### config.mk
export PLATFORM = sky130hd
export DESIGN_NAME = jk_bank_arbiter
export DESIGN_NICKNAME = d
export VERILOG_FILES = /design/src/rtl/jk_pkg.sv /design/src/rtl/jk_cell.sv /design/src/rtl/jk_bank_arbiter.sv
export SDC_FILE = /design/constraint.sdc
export NUM_CORES = 1
export LEC_CHECK = 0
export CAP_MARGIN = 20
export CORE_UTILIZATION = 45
export DETAILED_ROUTE_END_ITERATION = 12
export MAX_ROUTING_LAYER = met4
export PLACE_DENSITY = 0.79
export SYNTH_ARGS = -nofsm -noshare
export SYNTH_HDL_FRONTEND = slang
export SYNTH_SLANG_ARGS = --single-unit
export TNS_END_PERCENT = 30
### constraint.sdc
create_clock -name clk -period 1.5 [get_ports clk]
set_input_delay 0.15 -clock clk [delete_from_list [all_inputs] [get_ports clk]]
set_output_delay 0.15 -clock clk [all_outputs]
set_load 0.03 [all_outputs]
### src/rtl/jk_pkg.sv
// Shared op encodings and FSM state type for the JK bank arbiter.
package jk_pkg;

  localparam logic [1:0] OP_HOLD   = 2'b00;
  localparam logic [1:0] OP_CLEAR  = 2'b01;
  localparam logic [1:0] OP_SET    = 2'b10;
  localparam logic [1:0] OP_TOGGLE = 2'b11;

  typedef enum logic [0:0] {
    StIdle,
    StApply
  } state_e;

endpackage

### src/rtl/jk_cell.sv
// Single JK storage bit; asynchronous active-high reset clears it to 0.
module jk_cell (
  input  logic clk,
  input  logic rst,
  input  logic j,
  input  logic k,
  output logic q
);

  always_ff @(posedge clk or posedge rst) begin
    if (rst) begin
      q <= 1'b0;
    end else begin
      case ({j, k})
        2'b01:   q <= 1'b0;
        2'b10:   q <= 1'b1;
        2'b11:   q <= ~q;
        default: q <= q;
      endcase
    end
  end

endmodule

### src/rtl/jk_bank_arbiter.sv
// Round-robin arbiter sequencing two requesters' op/mask/count commands onto a JK bank.
// Optional done/done_id pulse outputs are enabled by defining JK_DONE_PULSE_EN.
module jk_bank_arbiter
  import jk_pkg::*;
#(
  parameter int unsigned WIDTH = 8,
  parameter int unsigned CNT_W = 4
) (
  input  logic             clk,
  input  logic             rst,
  input  logic             req0_valid,
  output logic             req0_ready,
  input  logic [1:0]       req0_op,
  input  logic [WIDTH-1:0] req0_mask,
  input  logic [CNT_W-1:0] req0_cnt,
  input  logic             req1_valid,
  output logic             req1_ready,
  input  logic [1:0]       req1_op,
  input  logic [WIDTH-1:0] req1_mask,
  input  logic [CNT_W-1:0] req1_cnt,
  output logic [WIDTH-1:0] q,
  output logic             busy,
  output logic             grant_id
`ifdef JK_DONE_PULSE_EN
  ,
  output logic             done,
  output logic             done_id
`endif
);

  state_e           state_q;
  logic [1:0]       op_q;
  logic [WIDTH-1:0] mask_q;
  logic [CNT_W-1:0] rem_q;
  logic             last_q;

  logic             sel;
  logic             idle_ok;
  logic             fire;
  logic [1:0]       sel_op;
  logic [WIDTH-1:0] sel_mask;
  logic [CNT_W-1:0] sel_cnt;
  logic [WIDTH-1:0] j_vec;
  logic [WIDTH-1:0] k_vec;

  // Under contention the requester not granted last time wins.
  always_comb begin
    sel = 1'b0;
    if (req0_valid && req1_valid) begin
      sel = ~last_q;
    end else if (req1_valid) begin
      sel = 1'b1;
    end
    sel_op   = sel ? req1_op   : req0_op;
    sel_mask = sel ? req1_mask : req0_mask;
    sel_cnt  = sel ? req1_cnt  : req0_cnt;
  end

  // Ready is held low while reset is asserted even though state already reads idle.
  assign idle_ok    = !rst && (state_q == StIdle);
  assign req0_ready = idle_ok && req0_valid && !sel;
  assign req1_ready = idle_ok && req1_valid && sel;
  assign fire       = req0_ready || req1_ready;

  always_comb begin
    j_vec = '0;
    k_vec = '0;
    if (state_q == StApply) begin
      j_vec = {WIDTH{op_q[1]}} & mask_q;
      k_vec = {WIDTH{op_q[0]}} & mask_q;
    end
  end

  always_ff @(posedge clk or posedge rst) begin
    if (rst) begin
      state_q  <= StIdle;
      op_q     <= OP_HOLD;
      mask_q   <= '0;
      rem_q    <= '0;
      last_q   <= 1'b1;
      busy     <= 1'b0;
      grant_id <= 1'b0;
`ifdef JK_DONE_PULSE_EN
      done     <= 1'b0;
      done_id  <= 1'b0;
`endif
    end else begin
`ifdef JK_DONE_PULSE_EN
      done <= 1'b0;
`endif
      case (state_q)
        StIdle: begin
          if (fire) begin
            op_q     <= sel_op;
            mask_q   <= sel_mask;
            rem_q    <= (sel_cnt == '0) ? CNT_W'(1) : sel_cnt;
            grant_id <= sel;
            last_q   <= sel;
            busy     <= 1'b1;
            state_q  <= StApply;
          end
        end
        StApply: begin
          if (rem_q == CNT_W'(1)) begin
            state_q <= StIdle;
            busy    <= 1'b0;
`ifdef JK_DONE_PULSE_EN
            done    <= 1'b1;
            done_id <= grant_id;
`endif
          end else begin
            rem_q <= rem_q - CNT_W'(1);
          end
        end
        default: begin
          state_q <= StIdle;
          busy    <= 1'b0;
        end
      endcase
    end
  end

  for (genvar i = 0; i < WIDTH; i++) begin : g_cell
    jk_cell u_cell (
      .clk (clk),
      .rst (rst),
      .j   (j_vec[i]),
      .k   (k_vec[i]),
      .q   (q[i])
    );
  end

endmodule

==> run_results.csv <==
group,metric,value,unit
run_status,outcome,"complete, no violations",
logic_synthesis,synthArstFlopShare,100.0,%
critical_path,cp-start-kind,"flop",
timing,worst_pin_slew,324.8,ps
clocking,ctsHoldBuffers,0,
pwr,p_total,3.460,mW
timing,slew_headroom,78.34,%
logic_synthesis,synthTopCellsByArea,"dfrtp_1 (47%), mux2i_1 (9.8%), buf_4 (5.1%)",
critical_path,cp_common_cell,"buf_6",
timing,skew,5.017,ps
timing,fin_crit,1484,ps
timing,hold_violations,0,
critical_path,crit_path_top_delay_cell,"dfstp_2",
timing,whs,260.1,ps
logic_synthesis,synth_edf_count,0,
detailed_routing,first_pass_iters,4,
clocking,cts_tree,"yes",
detailed_routing,post-route-drc-count,0,
floorplan,die_width,56.44,um
logic_synthesis,synth_warnings,0,
cells_and_area,drive_above_1_share,18.33,%
floorplan,num_rows,19,
critical_path,crit_type,"flop to output pin",
critical_path,crit_path_max_incr_delay,590,ps
place,place_hpwl,2.067,mm
floorplan,fp.dieArea,0.003185,mm^2
pwr,clockPowerShare,14.0,%
clocking,clock-sinks,26,
timing,finalSetupTns,0,ps
global_routing,grt_pass1_vias,1101,
timing,max_freq,674.0,MHz
cells_and_area,area_growth,42.59,%
timing,fin_ws,16.34,ps
global_routing,grt-ovfl-total,0,
timing,fin_crit_sh,98.91,%
critical_path,cp_max_fo,4,
pwr,p_switching,1.390,mW
global_routing,grt_pass1_wl,4.816,mm
logic_synthesis,synth_largest_area_cell,"dfrtp_1",
global_routing,track_usage,19.85,%
logic_synthesis,netlist_top_cells_count,"dfrtp_1 (25), nand2_1 (15), mux2i_1 (13)",
logic_synthesis,syn-num-nets,165,
clocking,clockBufferDepth,2,
global_routing,antenna_found_initial,0,
critical_path,endpoint_kind,"output pin",
cells_and_area,nets,215,
place,pre_cts_ws,-149.0,ps
logic_synthesis,ys.flop_type,"dfrtp_1",
critical_path,crit_arrival,1330,ps
pwr,ir_drop,0.001476,V
detailed_routing,drtIter0Drc,15,
detailed_routing,antenna_violating_nets_post_route,0,
logic_synthesis,synthMostInstantiatedCell,"dfrtp_1",
clocking,path_clk_slew,140,ps
min_path,min-delay-path-class,"primary input to asynchronous set/reset pin",
logic_synthesis,seq_area_frac_synth,48.87,%
pwr,p_leak,0.8510,nW
pwr,pwr-share-seq,38.4,%
floorplan,die_h,56.44,um
critical_path,cp_top_family,"flip-flops",
logic_synthesis,synth_top_area_share,46.90,%
logic_synthesis,avgSynthCellArea,10.18,um^2
logic_synthesis,synth.distinct_cells,32,
detailed_routing,vias_per_cell,5.256,
detailed_routing,wire_per_inst,14.17,um
timing,setup_viol,0,
critical_path,required,1350,ps
timing,finalMaxSlewViolations,0,
critical_path,path_cells,"a21boi_4, buf_6, nor2_4, buf_6",
clocking,cts-buffers-inserted,3,
pwr,power_frac_comb,47.6,%
clocking,worstSkewPairLatency,330,ps
pwr,power.density,1819,mW/mm^2
job,cap_violations,0,
cells_and_area,num_antenna_cells,0,
logic_synthesis,synthesis.area,0.001334,mm^2
floorplan,coreArea,0.002781,mm^2
logic_synthesis,synthCells,131,
detailed_routing,via_count,1109,
global_routing,grt_max_degree,27,
clocking,h-tree-depth,1,
place,gp_congestion,0.7873,
pwr,p_sw_share,40.18,%
detailed_routing,postRouteWirelength,2.989,mm
timing,rsz0062_at_grt,"yes",
pwr,p_int,2.070,mW
floorplan,io_pins,44,
clocking,clockRootBuffer,"clkbuf_4",
floorplan,start_util,47.95,%
place,port_buffers,43,
logic_synthesis,ys_seq_elements,26,
critical_path,crit_buf_inv,2,
[metal layers]
| metal | up-vias | share of wire [%] | GRT usage [%] |
|---|---|---|---|
| li1 | 560 | - | - |
| met1 | 509 | 44 | 23.32 |
| met2 | 34 | 50 | 33.78 |
| met3 | 6 | 5.1 | 5.069 |
| met4 | 0 | 1.4 | 5.226 |
| met5 | - | 0 | - |
[cell families after synthesis]
group / share of synthesized area (%)
adder cells (fa/ha/maj): 1.876
buffers and inverters: 8.723
AO/OA/AOI/OAI: 18.86
flip-flops: 48.87
AND/OR/NAND/NOR: 11.07
multiplexers: 10.60
[power by group through the flow]
stage / Sequential [mW] / Combinational, mW / Clock, mW
2_1_floorplan: 1.31 / 1.14 / 0
6_report: 1.33 / 1.65 / 0.485
5_1_grt: 1.38 / 1.79 / 0.522
3_5_place_dp: 1.33 / 1.54 / 0
4_1_cts: 1.31 / 1.55 / 0.483
3_3_place_gp: 1.31 / 1.50 / 0
[cell usage in the layout, fill, tap and decap left out, drive strengths merged, types with 2 or more instances in the layout]
cell type / n
dfrtp: 25
dlygate4sd2: 10
nor2: 3
nand2: 15
buf: 18
clkbuf: 3
a21oi: 10
clkdlybuf4s50: 31
ha: 2
inv: 4
and2: 4
a31oi: 9
nor3: 4
mux2i: 13
o21ai: 12
a21o: 2
[sequential cells by signal, summed over array words and instances (netlist names)]
name             cells
op_q                 2
busy                 1
rem_q                4
mask_q               8
state_q              1
g_cell.u_cell.q      8
grant_id             1
last_q               1
[worst reg2reg max path: cells and delay by family (launching register included)]
family | cells | cell delay (ps)
AND/OR/NAND/NOR | 3 | 560
flip-flops | 1 | 420
AO/OA/AOI/OAI | 1 | 200
adder cells (fa/ha/maj) | 1 | 130
buffers and inverters | 1 | 90
[through the flow]
step / instances / cell area (um^2) / utilization [%]
2_1_floorplan: 131 / 1334 / -
3_3_place_gp: 200 / 1764 / 63.43
3_5_place_dp: 200 / 1764 / 63.43
4_1_cts: 209 / 1851 / 66.53
5_1_grt: 211 / 1902 / 68.38
6_report: 211 / 1902 / 68.38
[path summary, 6_finish.rpt]
check                           cells after the start                      startpoint  slack, ps                             end
worst min-delay path                                3                             rst        260            grant_id$_DFFE_PP0P_
min in group clk                                    3                      req0_op[0]        440             op_q[0]$_DFFE_PP0P_
worst min register to register                      1  g_cell[3].u_cell.q$_DFFE_PP0P_        490  g_cell[3].u_cell.q$_DFFE_PP0P_
worst max-delay path                                4              last_q$_DFFE_PP1P_         20                      req0_ready
max in group asynchronous                           3                             rst        950              last_q$_DFFE_PP1P_
worst max register to register                      6            rem_q[1]$_DFFE_PP0P_         30            rem_q[0]$_DFFE_PP0P_
[repair_timing]
| action | CTS | global route |
|---|---|---|
| cloned | 0 | 0 |
| pin swaps | 2 | 3 |
| hold endpoints to repair | 0 | 0 |
| setup endpoints to repair | 14 | 12 |
| buffers inserted | 5 | 2 |
| gates resized for setup | 14 | 9 |
[cell type report]
class	count	area, um^2
clock inverter	1	30.03
sequential	26	651.9
multi-input combinational	87	603.1
clock buffer	3	22.52
inverter	4	15.01
tap	31	38.79
fill	214	879.6
timing repair buffer	59	540.5
Power figures use the tool's default switching activity.
